## config.mk

```make
export PLATFORM = sky130hd
export DESIGN_NAME = vga_param_scheduler
export DESIGN_NICKNAME = d
export VERILOG_FILES = /design/src/rtl/vga_param_scheduler.sv
export SDC_FILE = /design/constraint.sdc
export NUM_CORES = 1
export LEC_CHECK = 0
export CAP_MARGIN = 20
export CELL_PAD_IN_SITES_DETAIL_PLACEMENT = 1
export CELL_PAD_IN_SITES_GLOBAL_PLACEMENT = 1
export CORE_MARGIN = 8
export CORE_UTILIZATION = 35
export DETAILED_ROUTE_END_ITERATION = 16
export DONT_BUFFER_PORTS = 1
export PLACE_DENSITY = 0.7
export SKIP_LAST_GASP = 1
export SYNTH_ARGS = -nofsm -noshare
export SYNTH_HDL_FRONTEND = slang
export SYNTH_SLANG_ARGS = --single-unit
```

## constraint.sdc

```tcl
create_clock -name CLK -period 3.57 [get_ports CLK]
set_clock_uncertainty 0.1 [all_clocks]
set_input_delay 0.714 -clock CLK [delete_from_list [all_inputs] [get_ports CLK]]
set_output_delay 0.714 -clock CLK [all_outputs]
set_load 0.005 [all_outputs]
```

## src/rtl/vga_param_scheduler.sv

```systemverilog
// vga_param_scheduler
// Arbitrates two parameter-update requesters during vertical blanking, stages
// the granted values and publishes them to frame-coherent shadow registers in
// a single commit cycle before active video resumes.
// Optional feature macro: VGA_SCHED_BLINK_EN -- when defined, BLINK toggles
// every BLINK_FRAMES blanking intervals; when undefined BLINK is tied low.
module vga_param_scheduler #(
  parameter int unsigned DATA_W       = 40,
  parameter int unsigned BLINK_FRAMES = 30
) (
  input  logic              CLK,
  input  logic              RESET,
  input  logic              V_BLANK,
  input  logic              REQ_A,
  input  logic              REQ_B,
  input  logic [DATA_W-1:0] DATA_A,
  input  logic [DATA_W-1:0] DATA_B,
  output logic              ACK_A,
  output logic              ACK_B,
  output logic [DATA_W-1:0] SHADOW_A,
  output logic [DATA_W-1:0] SHADOW_B,
  output logic              COMMIT,
  output logic [7:0]        FRAME_COUNT,
  output logic              BLINK
);

  localparam int unsigned FC_W = 8;

  typedef enum logic [1:0] {
    ACTIVE    = 2'd0,
    ARB       = 2'd1,
    COMMIT_ST = 2'd2
  } state_e;

  // Reject blink periods that cannot be represented by the 8-bit counter
  if (BLINK_FRAMES == 0 || BLINK_FRAMES > 255) begin : g_bad_blink_frames
    $error("vga_param_scheduler: BLINK_FRAMES must be within 1..255");
  end

  state_e state_q, state_d;

  logic              vblank_d_q;
  logic              armed_q;
  logic              served_a_q, served_a_d;
  logic              served_b_q, served_b_d;
  logic              granted_q, granted_d;
  logic              rr_q, rr_d;
  logic [DATA_W-1:0] stage_a_q, stage_a_d;
  logic [DATA_W-1:0] stage_b_q, stage_b_d;
  logic [DATA_W-1:0] shadow_a_q, shadow_a_d;
  logic [DATA_W-1:0] shadow_b_q, shadow_b_d;
  logic              ack_a_q, ack_a_d;
  logic              ack_b_q, ack_b_d;
  logic              commit_q, commit_d;
  logic [FC_W-1:0]   frame_cnt_q, frame_cnt_d;

  logic vb_rise;
  logic elig_a;
  logic elig_b;
  logic both_served;
  logic grant_a;
  logic grant_b;

  // A rising edge only counts once V_BLANK has been seen low since reset
  assign vb_rise     = V_BLANK & ~vblank_d_q & armed_q;
  assign elig_a      = REQ_A & ~served_a_q;
  assign elig_b      = REQ_B & ~served_b_q;
  assign both_served = served_a_q & served_b_q;
  assign grant_a     = (state_q == ARB) & elig_a & (~elig_b | ~rr_q);
  assign grant_b     = (state_q == ARB) & elig_b & (~elig_a |  rr_q);

  // State register
  always_ff @(posedge CLK) begin
    if (RESET) begin
      state_q <= ACTIVE;
    end else begin
      state_q <= state_d;
    end
  end

  // Next-state logic
  always_comb begin
    state_d = state_q;
    unique case (state_q)
      ACTIVE: begin
        if (vb_rise) state_d = ARB;
      end
      ARB: begin
        if (both_served || !V_BLANK) state_d = COMMIT_ST;
      end
      COMMIT_ST: begin
        state_d = ACTIVE;
      end
      default: begin
        state_d = ACTIVE;
      end
    endcase
  end

  // Output / datapath next values
  always_comb begin
    served_a_d  = served_a_q;
    served_b_d  = served_b_q;
    granted_d   = granted_q;
    rr_d        = rr_q;
    stage_a_d   = stage_a_q;
    stage_b_d   = stage_b_q;
    shadow_a_d  = shadow_a_q;
    shadow_b_d  = shadow_b_q;
    frame_cnt_d = frame_cnt_q;
    ack_a_d     = 1'b0;
    ack_b_d     = 1'b0;
    commit_d    = 1'b0;

    unique case (state_q)
      ACTIVE: begin
        if (vb_rise) begin
          served_a_d  = 1'b0;
          served_b_d  = 1'b0;
          granted_d   = 1'b0;
          frame_cnt_d = frame_cnt_q + FC_W'(1);
        end
      end
      ARB: begin
        if (grant_a) begin
          ack_a_d    = 1'b1;
          stage_a_d  = DATA_A;
          served_a_d = 1'b1;
          granted_d  = 1'b1;
          rr_d       = 1'b1;
        end else if (grant_b) begin
          ack_b_d    = 1'b1;
          stage_b_d  = DATA_B;
          served_b_d = 1'b1;
          granted_d  = 1'b1;
          rr_d       = 1'b0;
        end
      end
      COMMIT_ST: begin
        if (granted_q) begin
          commit_d = 1'b1;
          if (served_a_q) shadow_a_d = stage_a_q;
          if (served_b_q) shadow_b_d = stage_b_q;
        end
      end
      default: begin
      end
    endcase
  end

  // Datapath and output registers
  always_ff @(posedge CLK) begin
    if (RESET) begin
      vblank_d_q  <= 1'b0;
      armed_q     <= 1'b0;
      served_a_q  <= 1'b0;
      served_b_q  <= 1'b0;
      granted_q   <= 1'b0;
      rr_q        <= 1'b0;
      stage_a_q   <= '0;
      stage_b_q   <= '0;
      shadow_a_q  <= '0;
      shadow_b_q  <= '0;
      ack_a_q     <= 1'b0;
      ack_b_q     <= 1'b0;
      commit_q    <= 1'b0;
      frame_cnt_q <= '0;
    end else begin
      vblank_d_q  <= V_BLANK;
      armed_q     <= armed_q | ~V_BLANK;
      served_a_q  <= served_a_d;
      served_b_q  <= served_b_d;
      granted_q   <= granted_d;
      rr_q        <= rr_d;
      stage_a_q   <= stage_a_d;
      stage_b_q   <= stage_b_d;
      shadow_a_q  <= shadow_a_d;
      shadow_b_q  <= shadow_b_d;
      ack_a_q     <= ack_a_d;
      ack_b_q     <= ack_b_d;
      commit_q    <= commit_d;
      frame_cnt_q <= frame_cnt_d;
    end
  end

`ifdef VGA_SCHED_BLINK_EN
  localparam int unsigned BC_W = 8;

  logic [BC_W-1:0] blink_cnt_q;
  logic            blink_q;

  // Blink phase flips every BLINK_FRAMES blanking intervals
  always_ff @(posedge CLK) begin
    if (RESET) begin
      blink_cnt_q <= '0;
      blink_q     <= 1'b0;
    end else if (vb_rise) begin
      if (blink_cnt_q == BC_W'(BLINK_FRAMES - 1)) begin
        blink_cnt_q <= '0;
        blink_q     <= ~blink_q;
      end else begin
        blink_cnt_q <= blink_cnt_q + BC_W'(1);
      end
    end
  end

  assign BLINK = blink_q;
`else
  assign BLINK = 1'b0;
`endif

  assign ACK_A       = ack_a_q;
  assign ACK_B       = ack_b_q;
  assign COMMIT      = commit_q;
  assign SHADOW_A    = shadow_a_q;
  assign SHADOW_B    = shadow_b_q;
  assign FRAME_COUNT = frame_cnt_q;

endmodule

```

==> results.py <==
metrics = {
    "run": {
        "maxCapViolations": 0,
    },
    "logic_synthesis": {
        "synth_cells": 811,
        "synth.net_count": 897,
        "synthArstFlopShare": 0,
        "synthesis.area_um2": 6610,
        "yosysUniqueCellTypes": 37,
        "yosys.area.top_type": "dfxtp_1",
        "syn_avg_cell_area_um2": 8.15,
        "yosys_warnings": 0,
        "synth_flop_cell": "dfxtp_1",
        "yosysMostFrequentCell": "dfxtp_1",
        "synth.yosys.seq_area_share": 0.542,
        "yosysTopAreaCellShare": 0.542,
        "synth_seq_cells": 179,
        "netlist_top_cells_area": "dfxtp_1 (54%), a21oi_1 (13%), nand2_1 (9.4%), nand3_1 (6.4%), o21ai_0 (5.6%)",
        "synth-edff-count": 0,
        "synth_common_cells": "dfxtp_1 (179), a21oi_1 (170), nand2_1 (165)",
    },
    "status": {
        "status": "complete, no violations",
    },
    "grt": {
        "grt_max_degree": 182,
        "grt_pass1_vias": 5793,
        "grt_overflow": 0,
        "grt_usage": 0.163,
        "grt_antenna_before_repair": 0,
        "grt_pass1_wl_um": 31300,
    },
    "floorplan": {
        "core_um2": 18600,
        "die_x_um": 153,
        "die_y_um": 153,
        "rows": 50,
        "dieArea_um2": 23500,
        "initial_core_util": 0.354,
        "ioPinCount": 177,
    },
    "sta": {
        "relSlewSlack": 0.521,
        "fin_crit_sh": 0.623,
        "maxSlewViolCount": 0,
        "worst_pin_slew_ns": 0.714,
        "finalSetupTns_ns": 0,
        "max_freq_mhz": 449,
        "fin_crit_ns": 2.23,
        "hold_violations": 0,
        "rsz0062_at_grt": "false",
        "finalSetupViolCount": 0,
    },
    "critical_path": {
        "rrSetupSlack_ns": 1.34,
        "crit_path_end_kind": "flip-flop",
        "critPathArrivalTime_ns": 2.43,
        "startpoint_type": "flip-flop",
        "cp_max_fo": 26,
        "r2r_cells": 4,
        "crit_type": "reg -> reg",
        "cp.required_ns": 3.77,
    },
    "power_and_ir_drop": {
        "total_leakage_power_nw": 2.25,
        "ir_drop_mv": 0.274,
        "power_density_nw_per_um2": 552,
    },
    "placed_design": {
        "dp.final_hpwl_um": 12800,
        "place_congestion": 0.728,
        "place_area_um2": 6690,
        "portBuffers": 0,
    },
    "clocking": {
        "cts.sinks": 179,
        "cts_buffers": 17,
        "cts_hold_buf": 0,
        "max-clock-path-buffers": 2,
        "cts.htree.levels": 4,
        "clkTransAtPathRegs_ns": 0.06,
        "root_buffer": "clkbuf_16",
        "cts_resized": 0,
        "cts_tree": "built",
        "worstSkewPairLatency_ns": 0.42,
        "post-cts-setup-buffers": 0,
    },
    "worst_hold_path": {
        "hold_class": "in -> reg",
        "min_path_cells": 1,
    },
    "route": {
        "wire_per_inst_um": 19.3,
        "avgViaCountPerCell": 5.51,
        "vias": 5570,
        "wl_um": 19500,
        "drtPass1Iterations": 4,
        "drc": 0,
        "drt_iter0_drc": 227,
        "ant_nets": 0,
    },
    "finish": {
        "area_growth_pct": 10.3,
        "drive_gt1_frac": 0.0553,
        "stdcell_area_um2": 7290,
        "fillers": 2229,
        "num-nets-final": 850,
        "n_antenna_cell": 0,
    },
}
-- stage by stage --
step | worst slack, ns | cells | hold WS, ns | total power, mW | util
floorplan | 1.76 | 811 | 0.328 | 2.16 | -
global route | 1.15 | 1011 | 0.254 | 4.17 | 0.391
global placement | 1.46 | 979 | 0.327 | 2.16 | 0.359
CTS | 1.32 | 1011 | 0.250 | 4.09 | 0.391
finish | 1.34 | 1011 | 0.280 | 4.02 | 0.391
detailed placement | 1.34 | 979 | 0.338 | 2.16 | 0.359
-- cell usage in the layout, fill, tap and decap left out, types with 3 or more instances in the layout --
master	count
clkbuf_1	6
nand4b_1	3
dfxtp_1	179
o21ai_1	10
o31ai_1	3
nand3_1	85
inv_1	4
a21oi_1	170
nor2_1	5
clkinv_4	3
bufinv_16	3
clkbuf_16	17
nand2_1	165
o21ai_0	74
buf_4	12
nor2b_1	3
-- sequential cells by signal, summed over array words and instances (netlist names), 2 cells and up --
register     flops
SHADOW_B        40
FRAME_COUNT      8
SHADOW_A        40
state_q          2
stage_b_q       40
stage_a_q       40
-- where the power goes --
| part | total, mW | internal, mW | switching, mW |
|---|---|---|---|
| clock | 1.90 | 1.14 | 0.760 |
| sequential | 2.03 | 2.01 | 0.0144 |
| combinational | 0.0875 | 0.0267 | 0.0608 |
-- worst max-delay path, stage by stage (launching register included) --
cell and delay (ns):
dfxtp_1 0.63, nand4b_1 0.68, buf_4 0.50, nand2_1 0.12, a21oi_1 0.07
-- cell families (layout without fill, tap and decap cells) --
family / count (synthesis) / count (layout) / share of synthesized area
buffers and inverters: 82 / 48 / 0.0540
AND/OR/NAND/NOR: 285 / 285 / 0.197
adder cells (fa/ha/maj): 1 / 1 / 0.00189
AO/OA/AOI/OAI: 261 / 261 / 0.201
flip-flops: 179 / 179 / 0.542
other: 1 / 1 / 0.000568
multiplexers: 2 / 2 / 0.00341
-- path summary, 6_finish.rpt --
| kind | from | end |
|---|---|---|
| setup reg to reg | state_q[1]$_SDFFE_PP0P_ | SHADOW_B[0]$_SDFFE_PP0P_ |
| hold / removal | RESET | SHADOW_B[15]$_SDFFE_PP0P_ |
| hold reg to reg | stage_b_q[15]$_SDFFE_PP0P_ | SHADOW_B[15]$_SDFFE_PP0P_ |
| setup / recovery | state_q[1]$_SDFFE_PP0P_ | SHADOW_B[0]$_SDFFE_PP0P_ |
-- layer usage --
layer  wire length (um)  global-route usage  vias to the layer above
met4                254              0.0583                        0
met3               1300              0.0541                       19
met5                  0                   0                        -
met1               8380               0.192                     2730
met2               9540               0.273                      130
li1                   -                   -                     2691
-- layout make-up --
type	count	area, um^2	area share
tap	234	293	0.0402
multi-input combinational	550	2710	0.372
timing repair buffer	12	90.1	0.0124
sequential	179	3580	0.492
clock inverter	7	124	0.0170
clock buffer	25	475	0.0652
inverter	4	15.0	0.00206
Note: power is estimated with default switching activity, not from simulation.
